File: config.mk
export PLATFORM = sky130hd
export DESIGN_NAME = mips_alu
export DESIGN_NICKNAME = d
export VERILOG_FILES = /design/src/rtl/alu_pkg.sv /design/src/rtl/alu_shifter.sv /design/src/rtl/mips_alu.sv
export SDC_FILE = /design/constraint.sdc
export NUM_CORES = 1
export LEC_CHECK = 0
export ABC_AREA = 1
export CORE_MARGIN = 2
export CORE_UTILIZATION = 61
export CTS_CLUSTER_SIZE = 20
export DETAILED_ROUTE_END_ITERATION = 10
export GPL_TIMING_DRIVEN = 0
export PLACE_DENSITY = 0.85
export SYNTH_ARGS = -nofsm -noshare
export SYNTH_HDL_FRONTEND = slang
export SYNTH_HIERARCHICAL = 1
export SYNTH_SLANG_ARGS = --single-unit
File: constraint.sdc
create_clock -name clk -period 4.3 [get_ports clk]
set_input_delay 0.86 -clock clk [delete_from_list [all_inputs] [get_ports clk]]
set_output_delay 0.86 -clock clk [all_outputs]
set_load 0.02 [all_outputs]
File: src/rtl/alu_pkg.sv
// Shared definitions for the mips_alu slice: op-code encodings, shifter modes and a
// bit-reverse helper used to build the left shift out of the right-shift network.
package alu_pkg;

    typedef logic [3:0] alu_op_t;

    localparam alu_op_t ALU_AND  = 4'd0;
    localparam alu_op_t ALU_OR   = 4'd1;
    localparam alu_op_t ALU_ADD  = 4'd2;
    localparam alu_op_t ALU_SLL  = 4'd3;
    localparam alu_op_t ALU_SRL  = 4'd4;
    localparam alu_op_t ALU_SRA  = 4'd5;
    localparam alu_op_t ALU_SUB  = 4'd6;
    localparam alu_op_t ALU_SLT  = 4'd7;
    localparam alu_op_t ALU_NOR  = 4'd8;
    localparam alu_op_t ALU_XOR  = 4'd9;
    localparam alu_op_t ALU_SLTU = 4'd10;
    localparam alu_op_t ALU_SLLV = 4'd11;
    localparam alu_op_t ALU_SRLV = 4'd12;

    typedef enum logic [1:0] {
        ShLeft,
        ShRightLogic,
        ShRightArith
    } shift_mode_t;

    function automatic logic [31:0] bit_reverse(input logic [31:0] d);
        logic [31:0] r;
        r = '0;
        for (int i = 0; i < 32; i++) begin
            r[i] = d[31-i];
        end
        return r;
    endfunction

endpackage

File: src/rtl/alu_shifter.sv
// Combinational 5-stage barrel shifter. Left shifts reuse the right-shift stages by
// reversing the word on the way in and out.
module alu_shifter
    import alu_pkg::*;
(
    input  logic [31:0] data,
    input  logic [4:0]  amount,
    input  shift_mode_t mode,
    output logic [31:0] shifted
);

    logic        fill;
    logic [31:0] stage [0:5];

    assign fill     = (mode == ShRightArith) ? data[31] : 1'b0;
    assign stage[0] = (mode == ShLeft) ? bit_reverse(data) : data;

    for (genvar i = 0; i < 5; i++) begin : g_stage
        localparam int unsigned Sh = 1 << i;
        assign stage[i+1] = amount[i] ? {{Sh{fill}}, stage[i][31:Sh]} : stage[i];
    end

    assign shifted = (mode == ShLeft) ? bit_reverse(stage[5]) : stage[5];

endmodule

File: src/rtl/mips_alu.sv
// Registered 32-bit ALU for the multicycle MIPS datapath; result and zero update one
// clock after operands are sampled. Define ALU_OVERFLOW_EN to add the registered ovf flag.
module mips_alu
    import alu_pkg::*;
#(
    parameter int unsigned WIDTH = 32
) (
    input  logic             clk,
    input  logic             rst_n,
    input  logic [3:0]       ALUCnt,
    input  logic [WIDTH-1:0] input1,
    input  logic [WIDTH-1:0] input2,
    input  logic [4:0]       shamt,
    output logic [WIDTH-1:0] result,
`ifdef ALU_OVERFLOW_EN
    output logic             ovf,
`endif
    output logic             zero
);

    alu_op_t          op;
    logic [WIDTH-1:0] sum;
    logic [WIDTH-1:0] diff;
    logic [WIDTH-1:0] sh_out;
    logic [4:0]       sh_amount;
    shift_mode_t      sh_mode;
    logic [WIDTH-1:0] result_d;
    logic [WIDTH-1:0] result_q;
    logic             zero_q;

    assign op   = alu_op_t'(ALUCnt);
    assign sum  = input1 + input2;
    assign diff = input1 - input2;

    // Variable shifts take their amount from rs; fixed shifts use the instruction field.
    always_comb begin
        sh_amount = shamt;
        sh_mode   = ShLeft;
        case (op)
            ALU_SLLV: begin
                sh_amount = input1[4:0];
                sh_mode   = ShLeft;
            end
            ALU_SRLV: begin
                sh_amount = input1[4:0];
                sh_mode   = ShRightLogic;
            end
            ALU_SRL:  sh_mode = ShRightLogic;
            ALU_SRA:  sh_mode = ShRightArith;
            default:  sh_mode = ShLeft;
        endcase
    end

    alu_shifter u_shifter (
        .data    (input2),
        .amount  (sh_amount),
        .mode    (sh_mode),
        .shifted (sh_out)
    );

    always_comb begin
        result_d = '0;
        case (op)
            ALU_AND:  result_d = input1 & input2;
            ALU_OR:   result_d = input1 | input2;
            ALU_ADD:  result_d = sum;
            ALU_SLL,
            ALU_SRL,
            ALU_SRA,
            ALU_SLLV,
            ALU_SRLV: result_d = sh_out;
            ALU_SUB:  result_d = diff;
            ALU_SLT:  result_d = {{(WIDTH-1){1'b0}}, ($signed(input1) < $signed(input2))};
            ALU_NOR:  result_d = ~(input1 | input2);
            ALU_XOR:  result_d = input1 ^ input2;
            ALU_SLTU: result_d = {{(WIDTH-1){1'b0}}, (input1 < input2)};
            default:  result_d = '0;
        endcase
    end

    always_ff @(posedge clk) begin
        if (!rst_n) begin
            result_q <= '0;
            zero_q   <= 1'b1;
        end else begin
            result_q <= result_d;
            zero_q   <= (result_d == '0);
        end
    end

    assign result = result_q;
    assign zero   = zero_q;

`ifdef ALU_OVERFLOW_EN
    logic ovf_d;
    logic ovf_q;

    // Signed overflow: operands agree in sign (ADD) or differ (SUB) and the result flips.
    always_comb begin
        ovf_d = 1'b0;
        case (op)
            ALU_ADD: ovf_d = (input1[WIDTH-1] == input2[WIDTH-1]) &&
                             (sum[WIDTH-1] != input1[WIDTH-1]);
            ALU_SUB: ovf_d = (input1[WIDTH-1] != input2[WIDTH-1]) &&
                             (diff[WIDTH-1] != input1[WIDTH-1]);
            default: ovf_d = 1'b0;
        endcase
    end

    always_ff @(posedge clk) begin
        if (!rst_n) begin
            ovf_q <= 1'b0;
        end else begin
            ovf_q <= ovf_d;
        end
    end

    assign ovf = ovf_q;
`endif

endmodule

==> results.ini <==
[logic_synthesis]
synth_cell_types = 37
synth_compound_area_share_pct = 10.0
synth_top_family_by_area = simple AND/OR/NAND/NOR gates
seq_area_frac_synth_pct = 6.05
synth_most_common_cell = nand2_1
ys.flop_type = dfxtp_1
synth.top_cells.by_count = nand2_1 (783), nand3_1 (418), inv_1 (368)
synth_top_cells_by_area = nand2_1 (27%), nand3_1 (19%), inv_1 (13%)
synthAdderAreaFrac_pct = 12.5
synth_area_mm2 = 0.0109
synthXorXnorAreaFrac_pct = 0
synthArstFlopShare_pct = 0
synthSimpleGateAreaFrac_pct = 54.1
ys_ff_latch = 33
synthCells = 2179
synth_warnings = 6
synth_edf_count = 0
synth_nets = 2362
syn_area_per_cell_um2 = 5.01
synth_top_area_cell = nand2_1
yosysTopAreaCellShare_pct = 26.9
synthMuxAreaShare_pct = 0

[placed_design]
hpwl_um = 40500
routabilityCongestion = 1.16
place.port_buffers = 107
dp_cells = 2511
dpl_cell_area_mm2 = 0.0123

[worst_setup_path]
endpoint = zero$_SDFF_PN1_
required_ns = 4.52
startpoint_type = input pin
crit_path_top_delay_cell = a221oi_2
crit_type = input pin to flop
end_kind = flop
startpoint = ALUCnt[3]
crit_buf_inv = 4
crit_arrival_ns = 4.47
critPathTopFamily = simple AND/OR/NAND/NOR gates
max_stage_delay_ns = 0.40
path_cells = clkdlybuf4s15_1 > nand2_2 > o21ai_4 > nor2_1 > a21oi_2 > buf_6 > clkinvlp_4 > buf_4 > nand3_1 > nand2_1 > nand2_1 > nand3_1 > nand3_2 > nand3_1 > nand3_1 > nand2_1 > a221oi_2 > nand3_1 > nor2_1 > nand2_1 > nor2_1 > nand3_1 > nand2_1
cp.depth = 23
crit_top_cell = nand3_1
critPathMaxFanout = 10

[run_status]
status = completed

[detailed_routing]
drtAntennaViolNets = 0
wl_per_cell_um = 19.6
routed_via_density = 6.33
drt_first_iter_violations = 2614
drtPass1Iterations = 9
routed_wl_um = 49500
via_count = 16000
drc = 0

[clocking]
cts_tree = done
clk_pin_slew_ns = 0.05
clock-root-buffer = clkbuf_16
cts_htree_levels = 2
cts_sinks = 33
clk_path_buf_depth = 2
cts_inserted_buffers = 5

[finish]
fillers = 1666
fin_area_mm2 = 0.0126
regArea_um2 = 661
fin_cells = 2524
drive_gt1_share_pct = 5.48
nets = 2481
diodes = 0
syn_to_final_growth_pct = 15.7
multi_input_area_mm2 = 0.00852

[floorplanning]
num_rows = 48
coreArea_mm2 = 0.0174
chipHeight_um = 138
ioPinCount = 108
start_util_pct = 62.7
die_area_mm2 = 0.0190
die_w_um = 138

[global_route]
grt_pass1_vias = 14000
use_met3_pct = 14.1
met2_usage_pct = 78.4
busiest_layer = met2
grt_overflow_total = 0
grt_max_degree = 11
met1_usage_pct = 59.2
antenna_found_initial = 1
grt_pass1_wl_um = 73500
grtUsageTotal_pct = 51.0

[sta]
max_freq_ghz = 0.235
fin_crit_ns = 4.25
finalSetupViolations = 0
finalHoldViolCount = 0
max_slew.worst_pin.slew_ns = 0.815
fin_crit_sh_pct = 98.9
hold_ws_ns = 1.23
relSlewSlack_pct = 45.6
maxSlewViolCount = 0

[power]
irDropWorstVdd_mv = 0.320
powerDensity_mw_per_mm2 = 197
leakagePower_nw = 7.31

[job]
cap_violations = 0

[hold_path]
min_path_type = input pin to flop

-- worst min-delay path, cell delays in order --
cell and delay (ns):
clkdlybuf4s50_1 0.47, o21ai_0 0.10, inv_1 0.04
-- state kept, by name, indices dropped and copies added (netlist names) --
register / count
result: 32
zero: 1
-- cells in the final DEF (no fill, tap or decap), types with 20 or more instances in the layout --
master and n:
nand2_1 783, clkdlybuf4s50_1 103, inv_1 366, ha_1 106, nand4_1 20, dfxtp_1 33
nand3_1 416, a21oi_1 59, nor2_1 127, o21ai_0 36, o211ai_1 21, buf_2 40
-- what timing repair did --
action | 4_1_cts | 5_1_grt
gates resized for setup | 28 | 20
pin swaps | 1 | 3
endpoints found under the hold margin | 0 | 0
buffers inserted | 2 | 3
hold buffers | 0 | 0
endpoints found under the setup margin | 18 | 6
gates cloned | 0 | 0
-- worst min path at each step --
stage,cells after the start,slack [ns],to,startpoint
global placement,3,1.49,result[4]$_SDFF_PN0_,rst_n
CTS,3,1.22,result[4]$_SDFF_PN0_,rst_n
floorplan,2,0.98,result[4]$_SDFF_PN0_,rst_n
finish,3,1.23,result[4]$_SDFF_PN0_,rst_n
detailed placement,3,1.51,result[4]$_SDFF_PN0_,rst_n
global route,3,1.24,result[4]$_SDFF_PN0_,rst_n
-- per-layer routing --
layer | part of all wire (%) | up-vias
met4 | 11 | 0
met2 | 41 | 1422
li1 | - | 7150
met1 | 34 | 6997
met3 | 14 | 410
met5 | 0 | -
-- final cells by class --
type,count,area share (%)
plain buffers,91,3.97
clock buffers,6,1.02
clock inverters,2,0.0793
inverters,374,11.2
multi-input cells,1681,67.5
flip-flops and latches,33,5.23
well taps,225,2.23
repair buffers,112,8.81
-- through the flow --
stage               setup WS [ns]  TNS (ns)  total power, W  utilization (%)
global route              -0.0341   -0.0341         0.00262             72.5
CTS                        0.0150         0         0.00236             71.9
global placement           -0.872     -9.70         0.00196             70.4
floorplan                   0.757         0         0.00142                -
finish                     0.0472         0         0.00249             72.5
detailed placement         -0.879    -10.14         0.00200             70.4
-- power by group --
| part | internal, W | total [W] | switching [W] |
|---|---|---|---|
| registers | 0.000337 | 0.000344 | 0.00000738 |
| clock network | 0.000212 | 0.000346 | 0.000133 |
| logic | 0.000565 | 0.00180 | 0.00124 |
| total | 0.00111 | 0.00249 | 0.00138 |
-- cell families after synthesis --
| group | count (synthesis) |
|---|---|
| flip-flops | 33 |
| AO/OA/AOI/OAI | 180 |
| adder cells (fa/ha/maj) | 108 |
| buffers and inverters | 465 |
| AND/OR/NAND/NOR | 1393 |
Note: power is estimated with default switching activity, not from simulation.
